<file path="src/rtl/cmp_fwd_if.sv">
// ---------------------------------------------------------------------------
// cmp_fwd_if
// Purpose : Bundles the decode-side request, the in-flight result bus and the
//           forwarding/stall response of the compare forwarding unit.
// Signals : id_valid, id_rs, id_rf, id_wen, id_dst, id_tnew, flush, stg_data
//           (driven by the pipeline, master side); cmp_op, fwd_sel, stall,
//           stall_cnt (driven by the forwarding unit, slave side).
// ---------------------------------------------------------------------------
interface cmp_fwd_if #(
    parameter int DW    = 32,
    parameter int AW    = 5,
    parameter int NOPS  = 2,
    parameter int DEPTH = 3
) ();
    logic                  id_valid;
    logic [NOPS*AW-1:0]    id_rs;
    logic [NOPS*DW-1:0]    id_rf;
    logic                  id_wen;
    logic [AW-1:0]         id_dst;
    logic [1:0]            id_tnew;
    logic                  flush;
    logic [DEPTH*DW-1:0]   stg_data;
    logic [NOPS*DW-1:0]    cmp_op;
    logic [NOPS*2-1:0]     fwd_sel;
    logic                  stall;
    logic [15:0]           stall_cnt;

    modport master (
        output id_valid, id_rs, id_rf, id_wen, id_dst, id_tnew, flush, stg_data,
        input  cmp_op, fwd_sel, stall, stall_cnt
    );

    modport slave (
        input  id_valid, id_rs, id_rf, id_wen, id_dst, id_tnew, flush, stg_data,
        output cmp_op, fwd_sel, stall, stall_cnt
    );
endinterface

</file>
<file path="src/rtl/cmp_fwd_unit.sv">
// ---------------------------------------------------------------------------
// cmp_fwd_unit
// Purpose : Decode-stage operand forwarding for compare/branch operands.
//           Tracks DEPTH in-flight writers (0=E, 1=M, 2=W) and, per operand,
//           forwards the youngest matching ready result or requests a stall
//           when the youngest matching writer has not produced its result.
// Ports   : clk   - clock, rising edge
//           reset - asynchronous, active-high
//           bus   - cmp_fwd_if slave: decode request, stage results in;
//                   cmp_op / fwd_sel / stall / stall_cnt out
// ---------------------------------------------------------------------------
module cmp_fwd_unit #(
    parameter int DW    = 32,
    parameter int AW    = 5,
    parameter int NOPS  = 2,
    parameter int DEPTH = 3
) (
    input  logic     clk,
    input  logic     reset,
    cmp_fwd_if.slave bus
);

    // In-flight table, index 0 is the youngest entry (E stage)
    logic              r_valid [DEPTH];
    logic [AW-1:0]     r_dst   [DEPTH];
    logic [1:0]        r_tnew  [DEPTH];
    logic [15:0]       r_stall_cnt;

    logic [NOPS-1:0]   w_op_stall;
    logic [NOPS*DW-1:0] w_cmp_op;
    logic [NOPS*2-1:0] w_fwd_sel;
    logic              w_stall;
    logic              w_accept;

    genvar gi;
    generate
        for (gi = 0; gi < NOPS; gi++) begin : g_op
            logic [AW-1:0] w_rs;
            logic          w_hit;
            logic [1:0]    w_hit_tnew;
            logic [1:0]    w_hit_sel;
            logic [DW-1:0] w_hit_data;
            logic          w_fwd;

            assign w_rs = bus.id_rs[gi*AW +: AW];

            always_comb begin
                w_hit      = 1'b0;
                w_hit_tnew = 2'd0;
                w_hit_sel  = 2'd0;
                w_hit_data = '0;
                // Walk oldest to youngest so the youngest match wins; an older
                // ready copy must never mask a younger not-ready writer.
                for (int i = DEPTH - 1; i >= 0; i--) begin
                    if (r_valid[i] && (r_dst[i] == w_rs)) begin
                        w_hit      = 1'b1;
                        w_hit_tnew = r_tnew[i];
                        w_hit_sel  = 2'(i + 1);
                        w_hit_data = bus.stg_data[i*DW +: DW];
                    end
                end
                // Register 0 is hard-wired, never forwarded
                if (w_rs == '0) begin
                    w_hit = 1'b0;
                end
            end

            // Not-ready youngest match falls back to id_rf (value is don't-care
            // because decode is held), never to an older entry.
            assign w_fwd          = !reset && w_hit && (w_hit_tnew == 2'd0);
            assign w_op_stall[gi] = w_hit && (w_hit_tnew != 2'd0);
            assign w_cmp_op[gi*DW +: DW] = w_fwd ? w_hit_data : bus.id_rf[gi*DW +: DW];
            assign w_fwd_sel[gi*2 +: 2]  = w_fwd ? w_hit_sel : 2'd0;
        end
    endgenerate

    // Flush dominates: the killed instruction neither stalls nor enters E
    assign w_stall  = !reset && bus.id_valid && !bus.flush && (|w_op_stall);
    assign w_accept = bus.id_valid && !bus.flush && !w_stall;

    always_ff @(posedge clk or posedge reset) begin
        if (reset) begin
            for (int i = 0; i < DEPTH; i++) begin
                r_valid[i] <= 1'b0;
                r_dst[i]   <= '0;
                r_tnew[i]  <= 2'd0;
            end
        end else begin
            // Writers to register 0 are recorded as bubbles
            r_valid[0] <= w_accept && bus.id_wen && (bus.id_dst != '0);
            r_dst[0]   <= w_accept ? bus.id_dst : '0;
            r_tnew[0]  <= w_accept ? bus.id_tnew : 2'd0;
            for (int i = 1; i < DEPTH; i++) begin
                r_valid[i] <= r_valid[i-1];
                r_dst[i]   <= r_dst[i-1];
                r_tnew[i]  <= (r_tnew[i-1] == 2'd0) ? 2'd0 : (r_tnew[i-1] - 2'd1);
            end
        end
    end

    always_ff @(posedge clk or posedge reset) begin
        if (reset) begin
            r_stall_cnt <= 16'd0;
        end else if (w_stall && (r_stall_cnt != 16'hFFFF)) begin
            r_stall_cnt <= r_stall_cnt + 16'd1;
        end
    end

    assign bus.cmp_op    = w_cmp_op;
    assign bus.fwd_sel   = w_fwd_sel;
    assign bus.stall     = w_stall;
    assign bus.stall_cnt = r_stall_cnt;

endmodule

</file>
<file path="src/flat_wrapper.sv">
// flat-port wrapper written by rule: the top's interface ports become plain ports
module cmp_fwd_unit_flat 
#(
    parameter int DW    = 32,
    parameter int AW    = 5,
    parameter int NOPS  = 2,
    parameter int DEPTH = 3
)
  (clk, reset, bus_id_valid, bus_id_rs, bus_id_rf, bus_id_wen, bus_id_dst, bus_id_tnew, bus_flush, bus_stg_data, bus_cmp_op, bus_fwd_sel, bus_stall, bus_stall_cnt);
  cmp_fwd_if #(.DW(DW), .AW(AW), .NOPS(NOPS), .DEPTH(DEPTH)) bus_i ();
  input  logic clk;
  input  logic reset;
  input wire logic [$bits(bus_i.id_valid)-1:0] bus_id_valid;
  input wire logic [$bits(bus_i.id_rs)-1:0] bus_id_rs;
  input wire logic [$bits(bus_i.id_rf)-1:0] bus_id_rf;
  input wire logic [$bits(bus_i.id_wen)-1:0] bus_id_wen;
  input wire logic [$bits(bus_i.id_dst)-1:0] bus_id_dst;
  input wire logic [$bits(bus_i.id_tnew)-1:0] bus_id_tnew;
  input wire logic [$bits(bus_i.flush)-1:0] bus_flush;
  input wire logic [$bits(bus_i.stg_data)-1:0] bus_stg_data;
  output wire logic [$bits(bus_i.cmp_op)-1:0] bus_cmp_op;
  output wire logic [$bits(bus_i.fwd_sel)-1:0] bus_fwd_sel;
  output wire logic [$bits(bus_i.stall)-1:0] bus_stall;
  output wire logic [$bits(bus_i.stall_cnt)-1:0] bus_stall_cnt;
  assign bus_i.id_valid = bus_id_valid;
  assign bus_i.id_rs = bus_id_rs;
  assign bus_i.id_rf = bus_id_rf;
  assign bus_i.id_wen = bus_id_wen;
  assign bus_i.id_dst = bus_id_dst;
  assign bus_i.id_tnew = bus_id_tnew;
  assign bus_i.flush = bus_flush;
  assign bus_i.stg_data = bus_stg_data;
  assign bus_cmp_op = bus_i.cmp_op;
  assign bus_fwd_sel = bus_i.fwd_sel;
  assign bus_stall = bus_i.stall;
  assign bus_stall_cnt = bus_i.stall_cnt;
  cmp_fwd_unit #(.DW(DW), .AW(AW), .NOPS(NOPS), .DEPTH(DEPTH)) u_core (.clk(clk), .reset(reset), .bus(bus_i));
endmodule
</file>
<file path="config.mk">
export PLATFORM = sky130hd
export DESIGN_NAME = cmp_fwd_unit_flat
export DESIGN_NICKNAME = d
export VERILOG_FILES = /design/src/rtl/cmp_fwd_if.sv /design/src/rtl/cmp_fwd_unit.sv /design/src/flat_wrapper.sv
export SDC_FILE = /design/constraint.sdc
export NUM_CORES = 1
export LEC_CHECK = 0
export ABC_AREA = 1
export CAP_MARGIN = 20
export CORE_UTILIZATION = 39
export CTS_CLUSTER_SIZE = 28
export DETAILED_ROUTE_END_ITERATION = 8
export PLACE_DENSITY_LB_ADDON = 0.05
export SETUP_SLACK_MARGIN = 0.2
export SLEW_MARGIN = 0
export SYNTH_ARGS = -nofsm -noshare
export SYNTH_HDL_FRONTEND = slang
export SYNTH_SLANG_ARGS = --single-unit
export TNS_END_PERCENT = 30
</file>
<file path="constraint.sdc">
create_clock -name clk -period 3.65 [get_ports clk]
set_input_delay 0.73 -clock clk [delete_from_list [all_inputs] [get_ports clk]]
set_output_delay 0.73 -clock clk [all_outputs]
set_load 0.01 [all_outputs]
</file>
==> impl_metrics.json <==
{
  "status": "finished clean",
  "ys_ff_latch": 40,
  "cts_max_level": 2,
  "cp-end-kind": "output pin",
  "area_delta_synth_final_pct": 76.41,
  "finalCriticalPeriod_ns": 3.302,
  "fmax_mhz": 302.8,
  "vdd_drop_max_uv": 334.8,
  "drt_pass1_iterations": 5,
  "setup-violations-final": 0,
  "synth_fp_nets": 968,
  "rsz0062_at_grt": "false",
  "antenna_left": 0,
  "clkTransAtPathRegs_ns": 0.05,
  "initial_core_util": 0.4057,
  "power_mw": 1.367,
  "fillers": 987,
  "path_max_fanout": 8,
  "drtIter0Drc": 362,
  "synth_cells": 785,
  "vias_per_cell": 5.216,
  "cts_tree": "built",
  "placement.io_buffers": 266,
  "yosysUniqueCellTypes": 31,
  "seq_area_frac_synth": 0.2247,
  "setup-tns-final_ns": 0,
  "finalNetCount": 1258,
  "worstSetupPathType": "in2out",
  "clock_latency_ns": 0.28,
  "dieArea_um2": 11860,
  "routabilityCongestion": 0.8778,
  "avgSynthCellArea_um2": 5.676,
  "antenna_found_initial": 1,
  "slew_headroom": 0.6593,
  "cts.sink_count": 40,
  "slew_viol_final": 0,
  "dieWidth_um": 108.9,
  "grt_usage": 0.3112,
  "synth_edf_count": 0,
  "yosys_most_used_dff": "dfrtp_1",
  "die_h_um": 108.9,
  "startpoint_type": "primary input",
  "wl_um": 18900,
  "drc_errors": 0,
  "hold_violations": 0,
  "grt_pass1_wl_um": 28860,
  "p_leak_nw": 3.789,
  "clk_path_buf_depth": 2,
  "final.setup.worst_slack_ns": 0.3480,
  "critPathArrivalTime_ns": 2.57,
  "root_buffer": "clkbuf_16",
  "cap_violations": 0,
  "cts-hold-fix-buffers": 0,
  "critPathRequiredTime_ns": 2.92,
  "numCtsBuffers": 5,
  "worst_hold_slack_ns": 0.4088,
  "synth.cell_area_um2": 4456,
  "grt_pass1_vias": 5706,
  "ios": 267,
  "wl_per_cell_um": 15.53,
  "grt.overflow.total": 0,
  "yosysWarnings": 0,
  "grt_start_max_net_pins": 41,
  "coreArea_um2": 10980,
  "hpwl_um": 14430,
  "synth-async-reset-ratio": 1.000,
  "fin_crit_sh": 0.9047,
  "vias": 6348,
  "p_per_area_nw_per_um2": 173.9,
  "worst_pin_slew_ns": 0.5098,
  "rows": 38,
  "fin_skew_ns": 0.006449,
  "hold_path.class": "reg2reg",
  "pre_cts_ws_ns": -0.4061,
  "drive_gt1_frac": 0.1422
}
==> stage by stage <==
step	util	std cells	instance area, um^2
after CTS	0.7162	1216	7866
final	0.7157	1217	7860
after floorplan	-	785	4456
after global routing	0.7157	1217	7860
after global placement	0.6893	1196	7571
after detailed placement	0.6893	1196	7571
==> what timing repair did <==
item                                   4_1_cts  5_1_grt
setup endpoints to repair                   69       68
buffers inserted                             9        0
cloned                                       3        0
endpoints found under the hold margin        0        0
resized for setup                          163       42
pin swaps                                    8        9
==> area by class of cell <==
| class | count | area, um^2 | share of cell area |
|---|---|---|---|
| diodes | 1 | 2.502 | 0.0003184 |
| multi-input cells | 642 | 3104 | 0.3949 |
| clock inverters | 2 | 35.03 | 0.004457 |
| flip-flops and latches | 40 | 1001 | 0.1273 |
| well taps | 140 | 175.2 | 0.02229 |
| clock buffers | 6 | 128.9 | 0.01640 |
| repair buffers | 329 | 3196 | 0.4066 |
| inverters | 57 | 217.7 | 0.02770 |
==> worst paths after layout <==
| check | start | to | slack [ns] | depth (start not counted) |
|---|---|---|---|---|
| min in group asynchronous | reset | u_core.bus.stall_cnt[14] | 1.11 | 3 |
| max in group asynchronous | reset | u_core.r_tnew[2] | 2.20 | 3 |
| setup / recovery | bus_id_rs[5] | bus_cmp_op[39] | 0.35 | 16 |
| setup reg to reg | u_core.bus.stall_cnt[1] | u_core.bus.stall_cnt[13] | 1.32 | 9 |
| hold reg to reg | u_core.r_dst[12] | u_core.r_dst[7] | 0.41 | 0 |
| hold / removal | u_core.r_dst[12] | u_core.r_dst[7] | 0.41 | 0 |
==> power by group <==
| part | switching, mW | internal, mW | leakage [nW] |
|---|---|---|---|
| clock | 0.160 | 0.321 | 0.0808 |
| sequential | 0.00911 | 0.453 | 0.548 |
| combinational | 0.167 | 0.257 | 3.16 |
==> registers in the layout, indices dropped and copies added (netlist names) <==
name,flops
u_core.r_tnew,6
u_core.r_dst,15
u_core.r_valid,3
u_core.bus.stall_cnt,16
==> cells by family (layout without fill, tap and decap cells) <==
kind of cell	count (synthesis)	count (layout)	share of synthesized area
AO/OA/AOI/OAI	169	169	0.2174
XOR/XNOR	14	14	0.02752
adder cells (fa/ha/maj)	1	1	0.002808
buffers and inverters	103	394	0.1019
flip-flops	40	40	0.2247
other	0	1	0
AND/OR/NAND/NOR	458	458	0.4257
==> cell usage in the layout (no fill, tap or decap), types with 5 or more instances in the layout <==
cell type,netlist,routed
nand4_1,18,18
a21oi_1,32,32
nor3_1,7,6
buf_12,0,12
buf_4,2,44
o21ai_2,10,15
nand3_2,1,7
xnor2_1,6,6
dfrtp_1,40,40
clkbuf_2,0,9
o21ai_0,67,64
nand2_2,0,5
o21ai_1,26,24
clkbuf_16,0,5
nor2_1,49,46
dlygate4sd2_1,0,46
buf_2,18,16
inv_1,47,41
inv_2,7,13
clkdlybuf4s50_1,0,187
xor2_1,8,8
nand3_1,57,49
buf_6,5,5
a22oi_1,32,32
nand2_1,319,314
==> cell usage after synthesis, types with 2 or more instances <==
cell type	count	area (um^2)
buf_2	18	90.09
a22oi_1	32	240.2
nand4_1	18	112.6
a21oi_1	32	160.2
inv_2	7	26.28
clkinv_1	3	11.26
buf_6	5	56.30
nor2_1	49	183.9
nand3_1	57	285.3
a211oi_1	2	15.01
dfrtp_1	40	1001
nor3_1	7	35.03
clkbuf_1	17	63.81
o21ai_2	10	87.58
inv_1	47	176.4
xor2_1	8	70.07
xnor2_1	6	52.55
o21ai_0	67	335.3
buf_4	2	15.01
o21ai_1	26	130.1
nand2_1	319	1197
buf_1	4	15.01
==> worst max-delay path, cell delays in order <==
cell           delay, ns
dlygate4sd2_1       0.25
inv_2               0.10
nor2_1              0.05
nor2_1              0.14
nand3_2             0.17
inv_2               0.07
nand3_1             0.07
nand2_2             0.09
nand2_2             0.06
nand3_4             0.09
inv_4               0.05
buf_4               0.14
buf_6               0.13
nand2_1             0.09
nand2_1             0.06
dlygate4sd2_1       0.28
==> metal layers <==
layer,vias up,part of all wire,GRT usage
met5,-,0,0
met4,0,0.045,0.1515
met3,53,0.073,0.04842
met2,257,0.50,0.5508
met1,2871,0.39,0.3634
li1,3167,-,-
Power figures use the tool's default switching activity.
